--- src/rtl/branch_resolve_unit_if.sv ---
// Signal bundle between the fetch/EX pipeline and the branch resolve unit.
// The unit sits on the slave side; the pipeline (or a bench) drives the master side.
interface branch_resolve_unit_if #(
  parameter int PC_BITS  = 12,
  parameter int CNT_BITS = 16
);
  logic                F_stall;
  logic                MEM_stall;
  logic [PC_BITS-1:0]  F_pc;
  logic                F_BP_taken;
  logic [PC_BITS-1:0]  F_BP_target_pc;
  logic                EX_brn;
  logic [PC_BITS-1:0]  EX_pc;
  logic [PC_BITS-1:0]  EX_alu_out;
  logic                EX_true_taken;
  logic                redirect_valid;
  logic [PC_BITS-1:0]  redirect_pc;
  logic                flush;
  logic                upd_brn;
  logic [PC_BITS-1:0]  upd_pc;
  logic [PC_BITS-1:0]  upd_target;
  logic                upd_taken;
  logic [CNT_BITS-1:0] branch_cnt;
  logic [CNT_BITS-1:0] mispred_cnt;

  modport master (
    output F_stall, MEM_stall, F_pc, F_BP_taken, F_BP_target_pc,
    output EX_brn, EX_pc, EX_alu_out, EX_true_taken,
    input  redirect_valid, redirect_pc, flush,
    input  upd_brn, upd_pc, upd_target, upd_taken,
    input  branch_cnt, mispred_cnt
  );

  modport slave (
    input  F_stall, MEM_stall, F_pc, F_BP_taken, F_BP_target_pc,
    input  EX_brn, EX_pc, EX_alu_out, EX_true_taken,
    output redirect_valid, redirect_pc, flush,
    output upd_brn, upd_pc, upd_target, upd_taken,
    output branch_cnt, mispred_cnt
  );
endinterface

--- src/rtl/branch_resolve_unit.sv ---
// EX-stage branch resolution: carries fetch-time predictions through D/EX shadow stages,
// detects mispredicts, drives redirect/flush, predictor update and saturating counters.
module branch_resolve_unit #(
  parameter int PC_BITS        = 12,
  parameter int RECOVER_CYCLES = 2,
  parameter int CNT_BITS       = 16
) (
  input logic                clk,
  input logic                rst,
  branch_resolve_unit_if.slave bus
);
  typedef enum logic [0:0] {IDLE = 1'b0, RECOVER = 1'b1} state_t;

  localparam logic [2:0]          RC_INIT = 3'(RECOVER_CYCLES - 1);
  localparam logic [CNT_BITS-1:0] CNT_MAX = '1;

  state_t              state_r, state_s;
  logic [2:0]          rc_r, rc_s;
  logic                d_v_r, d_taken_r, e_v_r, e_taken_r;
  logic [PC_BITS-1:0]  d_target_r, e_target_r;
  logic                adv_fd_s, adv_de_s, res_en_s, mispredict_s, upd_brn_s;
  logic [PC_BITS-1:0]  redirect_pc_s;
  logic [CNT_BITS-1:0] branch_cnt_r, mispred_cnt_r;

  function automatic logic [CNT_BITS-1:0] sat_inc(input logic [CNT_BITS-1:0] v);
    return (v == CNT_MAX) ? v : v + CNT_BITS'(1);
  endfunction

  assign adv_fd_s = ~bus.F_stall & ~bus.MEM_stall;
  assign adv_de_s = ~bus.MEM_stall;

  // Shadow stages D and E; a flush empties both and wins over any advance
  always_ff @(posedge clk) begin
    if (rst) begin
      d_v_r      <= 1'b0;
      d_taken_r  <= 1'b0;
      d_target_r <= '0;
      e_v_r      <= 1'b0;
      e_taken_r  <= 1'b0;
      e_target_r <= '0;
    end else if (mispredict_s) begin
      d_v_r <= 1'b0;
      e_v_r <= 1'b0;
    end else if (adv_fd_s) begin
      d_v_r      <= 1'b1;
      d_taken_r  <= bus.F_BP_taken;
      d_target_r <= bus.F_BP_target_pc;
      e_v_r      <= d_v_r;
      e_taken_r  <= d_taken_r;
      e_target_r <= d_target_r;
    end else if (adv_de_s) begin
      e_v_r <= 1'b0;
    end
  end

  // FSM state register
  always_ff @(posedge clk) begin
    if (rst) begin
      state_r <= IDLE;
      rc_r    <= 3'd0;
    end else begin
      state_r <= state_s;
      rc_r    <= rc_s;
    end
  end

  // FSM next state: RECOVER drains wrong-path work, frozen while the back end stalls
  always_comb begin
    state_s = state_r;
    rc_s    = rc_r;
    case (state_r)
      IDLE: begin
        if (mispredict_s) begin
          state_s = RECOVER;
          rc_s    = RC_INIT;
        end else begin
          state_s = IDLE;
          rc_s    = rc_r;
        end
      end
      RECOVER: begin
        if (bus.MEM_stall) begin
          state_s = RECOVER;
          rc_s    = rc_r;
        end else if (rc_r == 3'd0) begin
          state_s = IDLE;
          rc_s    = 3'd0;
        end else begin
          state_s = RECOVER;
          rc_s    = rc_r - 3'd1;
        end
      end
      default: begin
        state_s = IDLE;
        rc_s    = 3'd0;
      end
    endcase
  end

  // FSM outputs: resolution enable, mispredict classification and redirect target
  always_comb begin
    res_en_s      = e_v_r & ~bus.MEM_stall & (state_r == IDLE);
    mispredict_s  = 1'b0;
    redirect_pc_s = '0;
    if (!res_en_s) begin
      mispredict_s = 1'b0;
    end else if (bus.EX_brn) begin
      mispredict_s = (e_taken_r != bus.EX_true_taken) |
                     (e_taken_r & bus.EX_true_taken & (e_target_r != bus.EX_alu_out));
    end else begin
      mispredict_s = e_taken_r;
    end
    if (bus.EX_brn && bus.EX_true_taken) begin
      redirect_pc_s = bus.EX_alu_out;
    end else begin
      redirect_pc_s = bus.EX_pc + PC_BITS'(1);
    end
    upd_brn_s = res_en_s & bus.EX_brn;
  end

  // Saturating performance counters
  always_ff @(posedge clk) begin
    if (rst) begin
      branch_cnt_r  <= '0;
      mispred_cnt_r <= '0;
    end else begin
      if (upd_brn_s) begin
        branch_cnt_r <= sat_inc(branch_cnt_r);
      end
      if (mispredict_s) begin
        mispred_cnt_r <= sat_inc(mispred_cnt_r);
      end
    end
  end

  // Data outputs are zeroed while their strobe is low so idle/reset outputs read 0
  assign bus.redirect_valid = mispredict_s;
  assign bus.flush          = mispredict_s;
  assign bus.redirect_pc    = mispredict_s ? redirect_pc_s : '0;
  assign bus.upd_brn        = upd_brn_s;
  assign bus.upd_pc         = upd_brn_s ? bus.EX_pc : '0;
  assign bus.upd_target     = upd_brn_s ? bus.EX_alu_out : '0;
  assign bus.upd_taken      = upd_brn_s & bus.EX_true_taken;
  assign bus.branch_cnt     = branch_cnt_r;
  assign bus.mispred_cnt    = mispred_cnt_r;
endmodule

--- src/flat_wrapper.sv ---
// flat-port wrapper written by rule: the top's interface ports become plain ports
module branch_resolve_unit_flat 
#(
  parameter int PC_BITS        = 12,
  parameter int RECOVER_CYCLES = 2,
  parameter int CNT_BITS       = 16
)
  (clk, rst, bus_F_stall, bus_MEM_stall, bus_F_pc, bus_F_BP_taken, bus_F_BP_target_pc, bus_EX_brn, bus_EX_pc, bus_EX_alu_out, bus_EX_true_taken, bus_redirect_valid, bus_redirect_pc, bus_flush, bus_upd_brn, bus_upd_pc, bus_upd_target, bus_upd_taken, bus_branch_cnt, bus_mispred_cnt);
  branch_resolve_unit_if #(.PC_BITS(PC_BITS), .CNT_BITS(CNT_BITS)) bus_i ();
  input logic clk;
  input logic rst;
  input wire logic [$bits(bus_i.F_stall)-1:0] bus_F_stall;
  input wire logic [$bits(bus_i.MEM_stall)-1:0] bus_MEM_stall;
  input wire logic [$bits(bus_i.F_pc)-1:0] bus_F_pc;
  input wire logic [$bits(bus_i.F_BP_taken)-1:0] bus_F_BP_taken;
  input wire logic [$bits(bus_i.F_BP_target_pc)-1:0] bus_F_BP_target_pc;
  input wire logic [$bits(bus_i.EX_brn)-1:0] bus_EX_brn;
  input wire logic [$bits(bus_i.EX_pc)-1:0] bus_EX_pc;
  input wire logic [$bits(bus_i.EX_alu_out)-1:0] bus_EX_alu_out;
  input wire logic [$bits(bus_i.EX_true_taken)-1:0] bus_EX_true_taken;
  output wire logic [$bits(bus_i.redirect_valid)-1:0] bus_redirect_valid;
  output wire logic [$bits(bus_i.redirect_pc)-1:0] bus_redirect_pc;
  output wire logic [$bits(bus_i.flush)-1:0] bus_flush;
  output wire logic [$bits(bus_i.upd_brn)-1:0] bus_upd_brn;
  output wire logic [$bits(bus_i.upd_pc)-1:0] bus_upd_pc;
  output wire logic [$bits(bus_i.upd_target)-1:0] bus_upd_target;
  output wire logic [$bits(bus_i.upd_taken)-1:0] bus_upd_taken;
  output wire logic [$bits(bus_i.branch_cnt)-1:0] bus_branch_cnt;
  output wire logic [$bits(bus_i.mispred_cnt)-1:0] bus_mispred_cnt;
  assign bus_i.F_stall = bus_F_stall;
  assign bus_i.MEM_stall = bus_MEM_stall;
  assign bus_i.F_pc = bus_F_pc;
  assign bus_i.F_BP_taken = bus_F_BP_taken;
  assign bus_i.F_BP_target_pc = bus_F_BP_target_pc;
  assign bus_i.EX_brn = bus_EX_brn;
  assign bus_i.EX_pc = bus_EX_pc;
  assign bus_i.EX_alu_out = bus_EX_alu_out;
  assign bus_i.EX_true_taken = bus_EX_true_taken;
  assign bus_redirect_valid = bus_i.redirect_valid;
  assign bus_redirect_pc = bus_i.redirect_pc;
  assign bus_flush = bus_i.flush;
  assign bus_upd_brn = bus_i.upd_brn;
  assign bus_upd_pc = bus_i.upd_pc;
  assign bus_upd_target = bus_i.upd_target;
  assign bus_upd_taken = bus_i.upd_taken;
  assign bus_branch_cnt = bus_i.branch_cnt;
  assign bus_mispred_cnt = bus_i.mispred_cnt;
  branch_resolve_unit #(.PC_BITS(PC_BITS), .RECOVER_CYCLES(RECOVER_CYCLES), .CNT_BITS(CNT_BITS)) u_core (.clk(clk), .rst(rst), .bus(bus_i));
endmodule
--- config.mk ---
export PLATFORM = sky130hd
export DESIGN_NAME = branch_resolve_unit_flat
export DESIGN_NICKNAME = d
export VERILOG_FILES = /design/src/rtl/branch_resolve_unit_if.sv /design/src/rtl/branch_resolve_unit.sv /design/src/flat_wrapper.sv
export SDC_FILE = /design/constraint.sdc
export NUM_CORES = 1
export LEC_CHECK = 0
export ABC_AREA = 0
export BUFFER_PORTS_ARGS = -buffer_cell sky130_fd_sc_hd__clkbuf_2
export CAP_MARGIN = 20
export CORE_MARGIN = 2
export CORE_UTILIZATION = 30
export CTS_CLUSTER_DIAMETER = 120
export CTS_CLUSTER_SIZE = 25
export DETAILED_ROUTE_END_ITERATION = 7
export PLACE_DENSITY_LB_ADDON = 0.2
export SLEW_MARGIN = 0
export SYNTH_ARGS = -nofsm -noshare
export SYNTH_HDL_FRONTEND = slang
export SYNTH_SLANG_ARGS = --single-unit
--- constraint.sdc ---
create_clock -name clk -period 1.9 [get_ports clk]
set_clock_uncertainty 0.15 [all_clocks]
set_input_delay 0.19 -clock clk [delete_from_list [all_inputs] [get_ports clk]]
set_output_delay 0.19 -clock clk [all_outputs]
set_load 0.01 [all_outputs]
* Yosys cells after proc, flatten, opt, wreduce, memory -nomap -nowiden
Index checks and enable logic that the tools add are counted.
** Cells by class
- Reductions and logical operators :: 7
- Bitwise logic cells :: 14
- Equality and inequality tests :: 7
- Add/subtract/negate cells :: 4
- Muxes and demuxes :: 16
** Operators by type and width (number)
- $mux W12 :: 4
- $add A16 B1 Y16 const B :: 2
- $eq A16 B16 Y1 const B :: 2
- $add A12 B1 Y12 const B :: 1
- $ne A12 B12 Y1 :: 1
- $mux W3 :: 3
- $reduce_and A2 Y1 :: 4
- $and A1 B1 Y1 :: 7
- $mux W1 :: 7
- $not A1 Y1 :: 6
- $pmux W3 S2 :: 1
- $ne A2 B1 Y1 const B :: 2
- $logic_not A3 Y1 :: 1
- $sub A3 B1 Y3 const B :: 1
- $ne A2 B2 Y1 const B :: 1
- $pmux W1 S2 :: 1
- $reduce_or A2 Y1 :: 1
- $logic_and A1 B1 Y1 :: 1
- $ne A1 B1 Y1 :: 1
- $or A1 B1 Y1 :: 1
** Word-level totals
- Input port bits :: 55
- Flip-flop bits (word level) :: 64

* Longest topological paths before layout
- Word-level depth :: 7
- Depth in mapped cells :: 9
- Depth with buffers taken out :: 7

* Worst setup path after synthesis
No wires, ideal clock.
- Path type :: reg2out
- Start point :: register u_core.e_taken_r
- End point :: output port bus_redirect_pc[10]
- Path slack :: -0.225 ns
- Arrival time :: 1.785 ns
- Data required time :: 1.560 ns
- Stages on the path, launching flop included :: 8
- Cell sequence :: dfxtp_1 -> ha_1 -> nor2_1 -> a211oi_4 -> nand2b_1 -> clkbuf_1 -> clkbuf_1 -> a211oi_1
** On the way
- Longest elaborated chain between the ends :: 6
** Ends and longest elaborated chain
- from (decl) :: RTL line branch_resolve_unit.sv:19 : logic d_v_r, d_taken_r, e_v_r, e_taken_r;
- from (signal assigned) :: RTL line branch_resolve_unit.sv:49 : e_taken_r <= d_taken_r;
- $and A1 B1 Y1 (2 in series) :: RTL line branch_resolve_unit.sv:109 : (e_taken_r & bus.EX_true_taken & (e_target_r != bus.EX_alu_out));
- $or A1 B1 Y1 :: RTL line branch_resolve_unit.sv:108 : mispredict_s = (e_taken_r != bus.EX_true_taken) |
- $mux W1 * :: RTL line branch_resolve_unit.sv:107 : end else if (bus.EX_brn) begin
- $mux W1 * :: RTL line branch_resolve_unit.sv:105 : if (!res_en_s) begin
- $mux W12 * :: RTL line branch_resolve_unit.sv:139 : assign bus.redirect_pc = mispredict_s ? redirect_pc_s : '0;
- to (decl) :: RTL line flat_wrapper.sv:22 : output wire logic [$bits(bus_i.redirect_pc)-1:0] bus_redirect_pc;
Every way passes the cells marked *; elsewhere a longest branch is shown, timed or not.

* Worst setup path in the final report
- Start point :: register u_core.e_taken_r
- End point :: output port bus_redirect_pc[6]
The elaborated chain is that of the path after synthesis.

==> run summary <==
Status - complete, but fails checks
Failing checks - setup timing
GRT overflow - 0
Global placement routability congestion - 0.822
Clock latency on the worst-skew pair - 0.34 ns
Remaining routing DRC violations - 0
Largest family of logic cells by synthesized area - simple AND/OR/NAND/NOR gates
LEAKAGE - 2.45 nW
PD cells - 587 nW/um^2
CTS root buffer - clkbuf_16
Worst hold slack - 0.0293 ns
EDFF count, synth - 0
Setup TNS Final - -22.62 ns
Synth Flop Type - dfxtp_1
Area grow syn2layout - 60.6%
Initial antenna violation count - 0
CTS H-tree depth - 3
Mapped Avg Cell Area - 8.23 sq um
Yosys cell types - 48
Multiplexer share of the synthesized area - 0.0903
Design area - 5770 sq um
Ports - 127
Placed Instance Area - 4900 sq um
Fin nets - 696
Synth top cells by count - 64 x dfxtp_1, 57 x nand2_1, 36 x nor2_1
Chip width - 113 microns
Clk slew on worst S/H paths - 0.05 ns
CTS tree - yes
Minimum clock period - 2.26 ns
Vias in the first global route - 3582
First DRT Iteration DRCs - 165
Most numerous cell in the Yosys netlist - dfxtp_1
R2R setup slack - -0.33 ns
R2r endpoint - u_core.bus.mispred_cnt[2]$_SDFFE_PP0P_
Worst VDD drop - 0.456 mV
Crit end category - output port
Starting density of the core - 0.310
Xor and xnor area share after synthesis - 0.0756
Post-synthesis cell count - 436
Final hold violations - 0
Area leader, netlist - dfxtp_1
Reg2reg start - u_core.e_taken_r$_SDFFE_PP0P_
Final ANT Viol Nets - 0
Critical path class - reg -> out
DR pass1 iterations - 4
Post-Synthesis Cell Area - 3590 sq um
Die Ht - 113 microns
Seq/Total Area, Yosys - 0.357
Worst Hold Depth - 4
FF+latch count, synth - 64
Final Cycle Share - 1.19
Die area - 12900 sq um
Endpoints failing setup - 88
Arr. time, crit path - 1.92 ns
Largest net degree at the start of global routing - 41
DP Wirelength - 7550 microns
Hold Path Sink - u_core.e_v_r$_SDFFE_PP0P_
DR WL/cell - 13.6 microns
Maximum clock rate - 0.443 GHz
Rows - 39
Via Count - 3776
Vias/cell - 4.82
GRT Total Usage - 0.165
Clock Path Buffers - 2
Synthesized net count - 497
Routed WL - 10600 microns
Antenna cells - 0
Worst-path fanout max - 6
Synth area leaders - dfxtp_1 36%, mux2i_1 8.1%, nand2_1 6.0%, xnor2_1 4.6%, and2_1 4.2%
Layout cells sized above 1 - 0.438
Worst EP required - 1.56 ns
RSZ-0062 raised after global routing - true
YS warnings - 0
Slew @ Worst Pin - 0.462 ns
Post-synth top area share - 0.357
Port Buffers - 114
Synth Area in Compound Gates - 0.117
TritonCTS Sinks - 64
Final WS setup - -0.360 ns
Total CTS buffers - 9
First-pass GRT wire length - 17200 microns
Core area - 11600 sq um
Relative slew slack - 0.692
FF-to-FF path depth - 11
Total Power - 3.38 mW
CP startpoint kind - flop
Class of the worst hold path - in -> reg
Post-Synth Simple-Gate Area - 0.295
# Max-Cap Violations - 0
Adder-cell share of the synthesized area - 0.0209
Fraction of registers with async set/reset - 0
Hold Path Origin - bus_F_stall
Slew Limit Fails - 0
==> report_power, final <==
group	internal, mW	switching (mW)
registers	1.36	0.00819
clock network	1.08	0.609
logic	0.159	0.162
total	2.60	0.779
==> cell usage in the layout, fill, tap and decap left out, drive strengths merged, types with 2 or more instances in the layout <==
cell	count
and4	5
o211ai	2
nand2	58
clkbuf	128
xor2	12
nor2b	5
clkinv	3
o21ai	10
a211oi	14
nand3	20
nor4	6
and3	5
o31a	2
clkinvlp	2
o31ai	6
a21oi	21
dfxtp	64
nor2	36
ha	6
buf	83
mux2i	29
nand2b	2
or3	7
or4	9
xnor2	19
a41o	2
and2	24
dlygate4sd3	13
nor3	8
or2	2
inv	9
mux2	3
nand4	12
==> worst max-delay path by stage <==
stage                                   from             endpoint  slack, ns  cells after the start
2_1_floorplan      u_core.e_v_r$_SDFFE_PP0P_  bus_redirect_pc[10]       -0.1                      6
3_3_place_gp   u_core.e_taken_r$_SDFFE_PP0P_   bus_redirect_pc[3]      -0.20                      9
3_5_place_dp   u_core.e_taken_r$_SDFFE_PP0P_   bus_redirect_pc[2]      -0.23                      9
4_1_cts        u_core.e_taken_r$_SDFFE_PP0P_   bus_redirect_pc[3]      -0.40                      9
5_1_grt        u_core.e_taken_r$_SDFFE_PP0P_   bus_redirect_pc[6]      -0.49                      9
6_report       u_core.e_taken_r$_SDFFE_PP0P_   bus_redirect_pc[6]      -0.36                      9
==> metrics by stage <==
| step | std cells | utilization | worst slack, ns |
|---|---|---|---|
| after global placement | 737 | 0.424 | -0.199 |
| final | 783 | 0.499 | -0.360 |
| after detailed placement | 737 | 0.424 | -0.226 |
| after CTS | 775 | 0.480 | -0.397 |
| after global routing | 783 | 0.499 | -0.490 |
| after floorplan | 436 | - | -0.0974 |
==> sequential cells by signal, summed over array words and instances, names as in the netlist <==
register and flops:
u_core.bus.branch_cnt 16, u_core.bus.mispred_cnt 16, u_core.d_taken_r 1, u_core.d_target_r 12, u_core.d_v_r 1, u_core.e_taken_r 1, u_core.e_target_r 12, u_core.e_v_r 1
u_core.rc_r 3, u_core.state_r 1
==> layer usage <==
metal,global-route usage,routed length (microns),up-vias,part of all wire
met1,0.209,4850,1757,0.46
met3,0.0292,273,11,0.026
met5,0,0,-,0
li1,-,-,1954,-
met4,0.0699,174,0,0.016
met2,0.278,5330,54,0.50
==> worst max-delay path: stages (launching register included) <==
cell	delay [ns]
dfxtp_2	0.33
ha_4	0.23
nor2b_1	0.11
nand4_1	0.10
nor4_2	0.18
buf_4	0.16
nand2b_4	0.15
clkbuf_16	0.15
a211oi_2	0.03
clkbuf_2	0.14
==> logic make-up (layout without fill, tap and decap cells) <==
kind of cell | after synthesis | in the layout
AND/OR/NAND/NOR | 205 | 205
flip-flops | 64 | 64
AO/OA/AOI/OAI | 63 | 63
buffers and inverters | 35 | 239
multiplexers | 32 | 32
XOR/XNOR | 31 | 31
adder cells (fa/ha/maj) | 6 | 6
==> final cells by class <==
| class | count | area [sq um] |
|---|---|---|
| Fill cell | 1120 | 5800 |
| Multi-Input combinational cell | 337 | 2400 |
| Timing Repair Buffer | 213 | 1540 |
| Sequential cell | 64 | 1300 |
| Clock buffer | 11 | 253 |
| Tap cell | 143 | 179 |
| Clock inverter | 5 | 55.1 |
| Inverter | 10 | 37.5 |
==> timing repair <==
| action | in CTS | in global routing |
|---|---|---|
| hold buffers | 13 | 0 |
| endpoints found under the setup margin | 102 | 101 |
| resized for setup | 26 | 30 |
| hold endpoints to repair | 13 | 0 |
| cloned | 3 | 4 |
| setup buffers | 6 | 7 |
| pin swaps | 18 | 9 |
Power figures use the tool's default switching activity.
